<file path="config.mk">
export PLATFORM = sky130hd
export DESIGN_NAME = jpeg_bit_packer
export DESIGN_NICKNAME = d
export VERILOG_FILES = /design/src/rtl/jfpjc_pkg.sv /design/src/rtl/jpeg_bit_packer.sv
export SDC_FILE = /design/constraint.sdc
export NUM_CORES = 1
export LEC_CHECK = 0
export ABC_CLOCK_PERIOD_IN_PS = 14200
export BUFFER_PORTS_ARGS = -buffer_cell sky130_fd_sc_hd__buf_2
export CORE_MARGIN = 2
export CORE_UTILIZATION = 45
export CTS_CLUSTER_SIZE = 25
export DETAILED_ROUTE_END_ITERATION = 6
export PLACE_DENSITY_LB_ADDON = 0.12
export RECOVER_POWER = 100
export REMOVE_ABC_BUFFERS = 1
export SETUP_SLACK_MARGIN = 0.2
export SLEW_MARGIN = 20
export SYNTH_ARGS = -nofsm -noshare
export SYNTH_HDL_FRONTEND = slang
export SYNTH_SLANG_ARGS = --single-unit
export TNS_END_PERCENT = 1
</file>
<file path="constraint.sdc">
create_clock -name clock -period 14.2 [get_ports clock]
set_input_delay 2.13 -clock clock [delete_from_list [all_inputs] [get_ports clock]]
set_output_delay 2.13 -clock clock [all_outputs]
set_load 0.01 [all_outputs]
</file>
<file path="src/rtl/jfpjc_pkg.sv">
// Shared constants, state encoding and helpers for the JPEG entropy bit packer.
//   MARKER_PREFIX : byte value that must be followed by a stuffed byte
//   STUFF_BYTE    : byte inserted after every MARKER_PREFIX byte
//   MAX_CODE_LEN  : longest Huffman/amplitude code accepted in one word
package jfpjc_pkg;

   localparam logic [7:0]  MARKER_PREFIX = 8'hFF;
   localparam logic [7:0]  STUFF_BYTE    = 8'h00;
   localparam int unsigned MAX_CODE_LEN  = 16;

   localparam int unsigned ACC_W  = 32;
   localparam int unsigned CNT_W  = 6;
   localparam int unsigned CODE_W = 16;
   localparam int unsigned LEN_W  = 5;

   // Packer state encoding
   localparam logic [1:0] ST_RUN         = 2'd0;
   localparam logic [1:0] ST_FLUSH_PAD   = 2'd1;
   localparam logic [1:0] ST_FLUSH_DRAIN = 2'd2;
   localparam logic [1:0] ST_DONE        = 2'd3;

   // A right-justified code word and its length in bits
   typedef struct packed {
      logic [CODE_W-1:0] bits;
      logic [LEN_W-1:0]  len;
   } code_t;

   // Lengths above MAX_CODE_LEN saturate
   function automatic logic [LEN_W-1:0] clamp_len(input logic [LEN_W-1:0] len);
      return (len > LEN_W'(MAX_CODE_LEN)) ? LEN_W'(MAX_CODE_LEN) : len;
   endfunction

   // Zero every bit at or above position len
   function automatic logic [CODE_W-1:0] mask_code(input logic [CODE_W-1:0] bits,
                                                   input logic [LEN_W-1:0]  len);
      return bits & CODE_W'((17'd1 << len) - 17'd1);
   endfunction

endpackage

</file>
<file path="src/rtl/jpeg_bit_packer.sv">
// JPEG entropy-coded segment bit packer.
// Packs variable-length codes MSB-first into bytes, inserts 0x00 after every
// emitted 0xFF (when STUFF_ENABLE != 0) and supports a pad-with-ones flush.
// Ports:
//   clock, reset_n        : clock, asynchronous active-low reset
//   in_valid/in_ready     : code word handshake (in_ready is combinational
//                           from registered state only)
//   in_bits[15:0]         : right-justified code, masked to in_length bits
//   in_length[4:0]        : code length 0..16 (larger values saturate at 16)
//   flush / flush_done    : pad-and-drain request / one-cycle completion pulse
//   out_valid/out_ready   : output byte handshake
//   out_byte[7:0]         : packed, stuffed byte stream
//   busy                  : state not RUN or any bit/byte still pending
module jpeg_bit_packer
   import jfpjc_pkg::*;
#(
   parameter int unsigned STUFF_ENABLE = 1
) (
   input  logic              clock,
   input  logic              reset_n,
   input  logic              in_valid,
   output logic              in_ready,
   input  logic [CODE_W-1:0] in_bits,
   input  logic [LEN_W-1:0]  in_length,
   input  logic              flush,
   output logic              flush_done,
   output logic              out_valid,
   input  logic              out_ready,
   output logic [7:0]        out_byte,
   output logic              busy
);

   logic [1:0]       state, state_nx;
   logic [ACC_W-1:0] acc, acc_nx;
   logic [CNT_W-1:0] bit_count, bit_count_nx;
   logic             stuff_pending, stuff_pending_nx;
   logic             out_valid_nx;
   logic [7:0]       out_byte_nx;
   logic             flush_done_nx;
   logic             busy_nx;

   code_t            ins;
   logic [2:0]       pad_len;
   logic [ACC_W-1:0] ins_word;
   logic [ACC_W-1:0] acc_sum;
   logic [CNT_W-1:0] count_sum;
   logic             accept;
   logic             load_slot;

   // Room for a full 16-bit code is guaranteed while bit_count <= 16
   assign in_ready = (state == ST_RUN) && (bit_count <= CNT_W'(MAX_CODE_LEN));

   // Next-state, datapath and output computation
   always_comb begin
      state_nx         = state;
      acc_nx           = acc;
      bit_count_nx     = bit_count;
      stuff_pending_nx = stuff_pending;
      out_valid_nx     = out_valid;
      out_byte_nx      = out_byte;
      ins              = '0;
      pad_len          = 3'd0 - bit_count[2:0];
      accept           = in_valid && in_ready;
      load_slot        = !out_valid || out_ready;

      // Insert either the accepted code or the flush padding ones
      if (accept) begin
         ins.bits = in_bits;
         ins.len  = clamp_len(in_length);
      end else if (state == ST_FLUSH_PAD) begin
         ins.bits = '1;
         ins.len  = LEN_W'(pad_len);
      end

      // Left-align the code at bit 31, then move it below the valid bits
      ins_word  = (ACC_W'(mask_code(ins.bits, ins.len)) << (6'd32 - 6'(ins.len))) >> bit_count;
      acc_sum   = acc | ins_word;
      count_sum = bit_count + CNT_W'(ins.len);

      acc_nx       = acc_sum;
      bit_count_nx = count_sum;

      // Output register: a pending stuff byte wins over accumulator bytes
      if (load_slot) begin
         if (stuff_pending) begin
            out_byte_nx      = STUFF_BYTE;
            out_valid_nx     = 1'b1;
            stuff_pending_nx = 1'b0;
         end else if (bit_count >= CNT_W'(8)) begin
            out_byte_nx      = acc[ACC_W-1 -: 8];
            out_valid_nx     = 1'b1;
            stuff_pending_nx = (STUFF_ENABLE != 0) && (acc[ACC_W-1 -: 8] == MARKER_PREFIX);
            acc_nx           = acc_sum << 8;
            bit_count_nx     = count_sum - CNT_W'(8);
         end else begin
            out_valid_nx = 1'b0;
         end
      end

      // Flush sequencing
      case (state)
         ST_RUN: begin
            if (flush) state_nx = ST_FLUSH_PAD;
         end
         ST_FLUSH_PAD: begin
            state_nx = ST_FLUSH_DRAIN;
         end
         ST_FLUSH_DRAIN: begin
            if (bit_count == '0 && !stuff_pending && !out_valid) state_nx = ST_DONE;
         end
         ST_DONE: begin
            state_nx     = ST_RUN;
            acc_nx       = '0;
            bit_count_nx = '0;
         end
         default: begin
            state_nx = ST_RUN;
         end
      endcase

      flush_done_nx = (state_nx == ST_DONE);
      busy_nx       = (state_nx != ST_RUN) || (bit_count_nx != '0) ||
                      stuff_pending_nx || out_valid_nx;
   end

   // State and output registers
   always_ff @(posedge clock or negedge reset_n) begin
      if (!reset_n) begin
         state         <= ST_RUN;
         acc           <= '0;
         bit_count     <= '0;
         stuff_pending <= 1'b0;
         out_valid     <= 1'b0;
         out_byte      <= 8'h00;
         flush_done    <= 1'b0;
         busy          <= 1'b0;
      end else begin
         state         <= state_nx;
         acc           <= acc_nx;
         bit_count     <= bit_count_nx;
         stuff_pending <= stuff_pending_nx;
         out_valid     <= out_valid_nx;
         out_byte      <= out_byte_nx;
         flush_done    <= flush_done_nx;
         busy          <= busy_nx;
      end
   end

endmodule

</file>
==> run metrics, run 1 <==
CP Launch Type=flip-flop; Mapped Area=0.00782 sq mm; Async SR Flop Fraction=100%; Synth-to-Final Area Change=5.35%; die footprint=0.0184 sq mm; violated checks=max-capacitance violations, max-slew violations; hold depth=1; CTS Buf Count=5; htree depth=2; Post-synth EDFFs=0; WL per Instance=24.5 um; Initial Util=45.7%; clock skew=5.63 ps; post-synth top area share=16.6%; Post-Route Utilization=48.1%; Final #Nets=1134; fraction of layout cells with a size suffix above 1=8.45%; DRT Pass-1 Iters=6; CP Data Arrival Time=11460 ps; clock buffer depth=2; IO Pins=38; number of diodes=0; max-slew violation count=95; gpl congestion=1.01; post-route ant nets=0; core area=0.0171 sq mm; postcts setup bufs=0; Final HPWL DP=23800 um; r2r worst-path depth=25; Synth area leader=dfrtp_1; routed vias=9585; Worst Path Required=14320 ps; CTS sink cnt=52; first-pass GRT wire length=49700 um; # rows=48; Synth area leaders=dfrtp_1, nand2_1, nor2_1; critical path endpoint category=flip-flop; Hold-fix buffers, CTS=0; status=finished with violations; Residual DRC=0; final hold viol count=0; I/O Buffers=37; largest net degree at the start of global routing=53; WL final=32200 um; PostCTS Resize Cnt=0; final worst path period share=79.9%; P per Cell Area=253 mW/mm^2; Ys Warns=0; Period minus WS final=11340 ps; Worst-Margin Slew=2820 ps; initial drt markers=1396; die width=136 um; final setup TNS=0 ps; relative slew slack=-88.1%; Worst Path Max Fanout=41; leakage=3.01 nW; Peak VDD IR=0.000156 V; number of fillers in the final layout=1780; vias in the first global route=8687; worst setup margin=2860 ps; f_max=0.0882 GHz; Final Setup Violations=0; Root Buffer=clkbuf_16; Avg Vias per Cell=7.29; Crit Path Category=reg -> reg; Synth Register Bits=52; global route overflow=0; post-synthesis area per instance=7.12 sq um; Mapped Cells=1098; worst skew pair latency=300 ps; TritonCTS clock tree=built; max-cap violations=2; worst hold path class=reg -> reg; most common library cells after synthesis=nand2_1, nor2_1, o21ai_0; Post-Place Setup Slack=4930 ps; RSZ-0062 raised after global routing=false; Power Total=0.00208 W; overall global routing resource usage=34.4%; Netlist cell types=97; die height=136 um; initial antenna violation count=0; sequential fraction of the synthesis area=16.6%; Worst-path clk slew=70 ps; Synth Flop Type=dfrtp_1
[flip-flops by register name, summed over array words and instances, names as in the netlist]
name	count
acc	32
bit_count	6
busy	1
flush_done	1
out_byte	8
out_valid	1
state	2
stuff_pending	1
[critical path, stage by stage (launching register included)]
cell and delay [ps]:
dfrtp_1 370, buf_4 260, inv_1 90, clkbuf_1 1540, ha_1 440, or3b_1 550, a221o_1 650, a22o_1 780
inv_1 980, ha_1 480, ha_1 510, o21ai_0 170, ha_1 310, inv_1 160, a311o_1 180, a2111oi_0 110
a211oi_1 670, nor2_1 100, a221oi_2 380, o221ai_1 400, a221oi_1 680, inv_1 80, mux4_2 530, a221o_1 380
a31oi_1 210, a211oi_1 110
[final timing paths]
kind                                end          from  slack (ps)
min in group asynchronous       acc[12]       reset_n        2830
min                              acc[1]        acc[1]         500
max reg2reg                     acc[11]  bit_count[0]        2860
max                             acc[11]  bit_count[0]        2860
min reg2reg                      acc[1]        acc[1]         500
max in group asynchronous  bit_count[0]       reset_n        9770
[final cells by class]
class                   instances  area, sq um  area share, %
multi-input cells             933         6030           73.3
flip-flops and latches         52         1300           15.8
repair buffers                 60          332           4.03
well taps                     225          282           3.42
inverters                      36          135           1.64
clock buffers                   5          125           1.52
clock inverters                 3         27.5          0.334
[layout by cell type (no fill, tap or decap), types with 18 or more instances in the layout]
| master | instances |
|---|---|
| nor3_1 | 60 |
| ha_1 | 19 |
| a21oi_1 | 72 |
| a31oi_1 | 23 |
| nand3_1 | 42 |
| nor2_1 | 106 |
| a211oi_1 | 27 |
| mux2i_1 | 19 |
| o211ai_1 | 20 |
| o21ai_0 | 77 |
| buf_2 | 25 |
| dfrtp_1 | 52 |
| and2_1 | 18 |
| nand2_1 | 106 |
| buf_4 | 20 |
| inv_1 | 33 |
[per-stage QoR]
step	cell area, sq um	instances	hold slack (ps)
2_1_floorplan	7480	1021	454
3_3_place_gp	8130	1306	465
3_5_place_dp	8130	1306	480
4_1_cts	8280	1314	498
5_1_grt	8230	1314	505
6_report	8230	1314	498
[power breakdown]
part | internal (W) | switching, W | total [W]
logic | 0.000517 | 0.00118 | 0.00169
clock network | 0.0000670 | 0.0000598 | 0.000127
registers | 0.000215 | 0.0000461 | 0.000261
[routing by layer]
layer	vias to the layer above	GRT usage, %	routed length (um)
li1	4282	-	-
met1	4495	49.3	13400
met2	697	50.0	13500
met3	111	8.12	4040
met4	0	12.6	1260
met5	-	0	0
[kinds of logic after synthesis]
kind of cell	count (synthesis)	synth area share (%)
buffers and inverters	113	6.02
and+or+nand+nor	434	27.1
xor gates and xnor gates	8	0.896
adders and majority gates	20	3.30
muxes	34	5.79
DFF	52	16.6
AOI/OAI and AO/OA	437	40.3
No activity file was read; power rests on OpenSTA's default activity.
==> run 2: changes to the inputs <==
--- a/config.mk
+++ b/config.mk
@@ -5,7 +5,7 @@
 export SDC_FILE = /design/constraint.sdc
 export NUM_CORES = 1
 export LEC_CHECK = 0
-export ABC_CLOCK_PERIOD_IN_PS = 14200
+export ABC_CLOCK_PERIOD_IN_PS = 10300
 export BUFFER_PORTS_ARGS = -buffer_cell sky130_fd_sc_hd__buf_2
 export CORE_MARGIN = 2
 export CORE_UTILIZATION = 45
==> constraint.sdc (replaced) <==
create_clock -name clock -period 10.3 [get_ports clock]
set_input_delay 1.545 -clock clock [delete_from_list [all_inputs] [get_ports clock]]
set_output_delay 1.545 -clock clock [all_outputs]
set_load 0.01 [all_outputs]
==> run metrics, run 2 (synthesis gave the netlist of run 1 again) <==
RSZ-0062 raised after global routing=false; leakage=3.02 nW (+0.31%); Power Total=0.00287 W (+38%); first-pass GRT wire length=50700 um (+2.1%); die footprint=0.0184 sq mm (unchanged); worst setup path startpoint=bit_count[0]; IO Pins=38 (unchanged); r2r worst-path depth=26 (+4.0%); Worst Hold Path EP=out_byte[1]; final setup TNS=0 ps (unchanged); FF+latch area=0.00130 sq mm (unchanged); Residual DRC=8 (+8); worst hold path class=reg -> reg; relative slew slack=-88.6% (-0.42 points); hold_sp=out_byte[1]; clock skew=6.36 ps (+0.737 ps); Worst Path Max Fanout=39 (-4.9%); Avg Vias per Cell=7.34 (+0.58%); Worst Path Required=10540 ps (-3780 ps); Biggest register=acc; I/O Buffers=37 (unchanged); Worst-Margin Slew=2830 ps (+6.32 ps); global route overflow=0 (unchanged); f_max=0.107 GHz (+21%); status=finished with violations; hold depth=2 (+1); WL final=32500 um (+1.1%); RR Endpoint=acc[9]; die width=136 um (unchanged); post-route ant nets=0 (unchanged); most frequent cells in the layout=nand2_1, nor2_1, o21ai_0; Crit Path Category=reg -> reg; number of diodes=0 (unchanged); Initial Util=45.7% (unchanged); Final HPWL DP=24300 um (+2.1%); Final #Nets=1132 (-0.18%); CP Launch Type=flip-flop; max-slew violation count=92 (-3.2%); violated checks=design-rule violations, max-capacitance violations, max-slew violations; CP Data Arrival Time=9570 ps (-1890 ps); worst reg2reg setup slack=970 ps (-1890 ps); Synth-to-Final Area Change=5.33% (about the same); clock buffer depth=2 (unchanged); Worst-path clk slew=70 ps (about the same); # rows=48 (unchanged); vias in the first global route=8681 (-0.069%); Peak VDD IR=0.000195 V (+25%); gpl congestion=1.03 (+1.9%); critical path endpoint category=flip-flop; core area=0.0171 sq mm (unchanged); initial drt markers=1393 (-0.21%); final hold viol count=0 (unchanged); CTS sink cnt=52 (unchanged); die height=136 um (unchanged); Root Buffer=clkbuf_16; P per Cell Area=348 mW/mm^2 (+38%); number of fillers in the final layout=1771 (-0.51%); PostCTS Resize Cnt=0 (unchanged); overall global routing resource usage=35.0% (+0.60 points); postcts setup bufs=0 (unchanged); max-cap violations=2 (unchanged); DRT Pass-1 Iters=7 (+1); area of the multi-input gates=0.00605 sq mm (+0.27%); worst flop-to-flop path startpoint=bit_count[0]; worst skew pair latency=300 ps (about the same); most common cell after layout, fill and taps aside=nand2_1; Period minus WS final=9330 ps (-2010 ps); final worst path period share=90.6% (+11 points); initial antenna violation count=0 (unchanged); Final Setup Violations=0 (unchanged); TritonCTS clock tree=built; Hold-fix buffers, CTS=0 (unchanged); fraction of layout cells with a size suffix above 1=8.56% (+0.11 points); Largest regs=acc x32, out_byte x8, bit_count x6; largest net degree at the start of global routing=53 (unchanged); number of flip-flops in the largest register=32 (unchanged); WL per Instance=24.8 um (+1.2%); routed vias=9626 (+0.43%); CTS Buf Count=5 (unchanged); htree depth=2 (unchanged)
## run 2: worst max path at each step
| stage | slack [ps] | depth (start not counted) | end |
|---|---|---|---|
| final | 970 | 26 | acc[9] |
| after global routing | 460 | 26 | acc[9] |
| after CTS | 1640 | 26 | acc[9] |
| after detailed placement | 1600 | 24 | acc[9] |
| after global placement | 1620 | 24 | acc[9] |
| after floorplan | 2350 | 24 | acc[10] |
## run 2: final cells by class
type	instances	area share (%)
repair buffers	58	3.81
well taps	225	3.42
multi-input cells	933	73.5
flip-flops and latches	52	15.8
inverters	36	1.64
clock buffers	6	1.69
clock inverters	2	0.167
## run 2: stage by stage
step | cells | hold WS, ps | util [%] | instance area, sq um | setup slack [ps]
6_report | 1312 | 481 | 48.1 | 8230 | 965
5_1_grt | 1312 | 512 | 48.1 | 8230 | 459
4_1_cts | 1312 | 482 | 48.3 | 8270 | 1640
3_5_place_dp | 1304 | 465 | 47.4 | 8120 | 1600
3_3_place_gp | 1304 | 465 | 47.4 | 8120 | 1620
2_1_floorplan | 1021 | 454 | - | 7480 | 2350
## run 2: worst max-delay path, stage by stage, from the launching register on
cell and delay [ps]:
dfrtp_1 370, buf_4 260, inv_1 140, ha_1 230, or3b_1 530, a221o_1 650
a22o_4 490, inv_1 800, ha_1 490, ha_1 550, o21ai_0 180, ha_1 320
nand2b_1 200, a2111oi_0 460, a41oi_1 160, a2111oi_0 540, a211oi_1 90, clkbuf_1 210
nor2_1 350, a21oi_1 120, a31oi_1 150, o21ai_0 220, mux4_2 600, or3_1 350
and3_1 160, a221oi_1 410, o311a_1 190
## run 2: metal layers
metal,track usage [%],part of all wire [%],up-vias
li1,-,-,4274
met1,51.3,42,4499
met2,51.0,42,738
met3,7.03,12,115
met4,11.6,3.8,0
met5,0,0,-
## run 2: report_power, final
group	total, W	internal (W)	switching [W]
registers	0.000359	0.000296	0.0000626
logic	0.00233	0.000707	0.00162
clock network	0.000178	0.0000975	0.0000807
total	0.00287	0.00110	0.00177
==> run 3: changes to the inputs <==
--- a/config.mk
+++ b/config.mk
@@ -6,7 +6,7 @@
 export NUM_CORES = 1
 export LEC_CHECK = 0
 export ABC_CLOCK_PERIOD_IN_PS = 10300
-export BUFFER_PORTS_ARGS = -buffer_cell sky130_fd_sc_hd__buf_2
+export BUFFER_PORTS_ARGS = -buffer_cell sky130_fd_sc_hd__clkbuf_2
 export CORE_MARGIN = 2
 export CORE_UTILIZATION = 45
 export CTS_CLUSTER_SIZE = 25
==> run metrics, run 3 (synthesis gave the netlist of run 1 again) <==
routed vias=9562 (-0.66%); postcts setup bufs=0 (unchanged); # rows=48 (unchanged); Final Setup Violations=0 (unchanged); CTS Buf Count=5 (unchanged); Avg Vias per Cell=7.29 (-0.59%); critical path buffer and inverter count=2 (-2); slowest CP cell=clkbuf_1; leakage=3.02 nW (about the same); Synth-to-Final Area Change=5.06%; post-route ant nets=0 (unchanged); Hold-fix buffers, CTS=0 (unchanged); final setup TNS=0 ps (unchanged); number of flip-flops in the largest register=32 (unchanged); clock buffer depth=2 (unchanged); I/O Buffers=37 (unchanged); htree depth=2 (unchanged); Period minus WS final=9330 ps (-4.83 ps); hold depth=2 (unchanged); crit-path max cell delay=1410 ps (+610 ps); worst hold path class=reg -> reg; Worst-Margin Slew=2850 ps (+26.0 ps); Final #Nets=1131 (-0.088%); Worst Path Max Fanout=39 (unchanged); Top delay family on crit path=compound AO/OA/AOI/OAI gates; Post-Place Setup Slack=1740 ps (+137 ps); Crit Path Category=reg -> reg; die width=136 um (unchanged); Residual DRC=0 (-8); Worst Path Required=10540 ps (about the same); worst setup margin=970 ps (+4.83 ps); PostCTS Resize Cnt=0 (unchanged); TritonCTS clock tree=built; P per Cell Area=351 mW/mm^2 (+0.65%); f_max=0.107 GHz (about the same); Largest regs=acc x32, out_byte x8, bit_count x6; violated checks=max-capacitance violations, max-slew violations; first-pass GRT wire length=50600 um (-0.20%); die height=136 um (unchanged); Peak VDD IR=0.000199 V (+2.1%); final hold viol count=0 (unchanged); die footprint=0.0184 sq mm (unchanged); DRT Pass-1 Iters=7 (unchanged); overall global routing resource usage=35.1% (+0.10 points); status=finished with violations; relative slew slack=-90.3% (-1.7 points); r2r worst-path depth=21 (-19%); gpl congestion=1.01 (-1.4%); global route overflow=0 (unchanged); WL per Instance=24.9 um (+0.51%); Root Buffer=clkbuf_16; instance count on the critical path=21 (-19%); core area=0.0171 sq mm (unchanged); CP Launch Type=flip-flop; Biggest register=acc; fraction of layout cells with a size suffix above 1=8.56% (about the same); clock skew=4.72 ps (-1.64 ps); number of diodes=0 (unchanged); max-slew violation count=93 (+1.1%); Worst-path clk slew=70 ps (about the same); max-cap violations=2 (unchanged); Initial Util=45.7% (unchanged); Power Total=0.00288 W (+0.39%); worst skew pair latency=300 ps (about the same); initial antenna violation count=0 (unchanged); critical path endpoint category=flip-flop; initial drt markers=1296 (-7.0%); CTS sink cnt=52 (unchanged); IO Pins=38 (unchanged); RSZ-0062 raised after global routing=false; Final HPWL DP=24400 um (+0.48%); CP Cell Sequence=clkbuf_1 -> or3b_1 -> a221o_1 -> a22o_4 -> inv_2 -> ha_1 -> ha_1 -> nand2_1 -> a21oi_1 -> o21ai_0 -> o2111ai_1 -> or4_1 -> a21oi_1 -> nor2_2 -> o221a_1 -> a221o_1 -> mux4_2 -> or3_1 -> and3_1 -> a221oi_2 -> o311a_1; CP Data Arrival Time=9570 ps (about the same); most frequent cells in the layout=nand2_1, nor2_1, o21ai_0; largest net degree at the start of global routing=53 (unchanged); final worst path period share=90.6% (about the same); vias in the first global route=8761 (+0.92%); WL final=32700 um (+0.44%)
==> run 3: through the flow <==
stage	util, %	instance area [sq um]	instances	hold slack [ps]
after floorplan	-	7480	1021	454
after global routing	48.0	8210	1311	522
final	48.0	8210	1311	499
after detailed placement	47.4	8110	1303	486
after global placement	47.4	8110	1303	465
after CTS	48.2	8250	1311	502
==> run 3: final timing paths <==
path / start / endpoint / slack [ps]
max reg2reg: bit_count[3] / acc[9] / 970
max in group asynchronous: reset_n / acc[25] / 6430
min in group asynchronous: reset_n / acc[28] / 2240
max: bit_count[3] / acc[9] / 970
min: out_byte[1] / out_byte[1] / 500
min reg2reg: out_byte[1] / out_byte[1] / 500
==> run 3: cell type report <==
| class | instances | area (sq um) |
|---|---|---|
| clock buffer | 5 | 125 |
| clock inverter | 3 | 18.8 |
| fill | 1804 | 8900 |
| inverter | 36 | 135 |
| multi-input combinational | 933 | 6040 |
| sequential | 52 | 1300 |
| tap | 225 | 282 |
| timing repair buffer | 57 | 313 |
==> run 3: routing by layer <==
| metal | wire (um) | up-vias | track usage, % | part of all wire, % |
|---|---|---|---|---|
| met3 | 3930 | 104 | 9.32 | 12 |
| met2 | 13700 | 686 | 51.0 | 42 |
| li1 | - | 4289 | - | - |
| met5 | 0 | - | 0 | 0 |
| met1 | 13600 | 4483 | 49.5 | 42 |
| met4 | 1430 | 0 | 13.5 | 4.4 |
==> run 3: worst min-delay path: cells and delay by family (launching register included) <==
| family | cells | cell delay (ps) |
|---|---|---|
| flops | 1 | 350 |
| simple gates | 2 | 110 |
==> run 3: power by group <==
part	switching, W	internal [W]
Sequential	0.0000665	0.000297
Clock	0.0000801	0.0000898
Combinational	0.00164	0.000708
Total	0.00179	0.00109
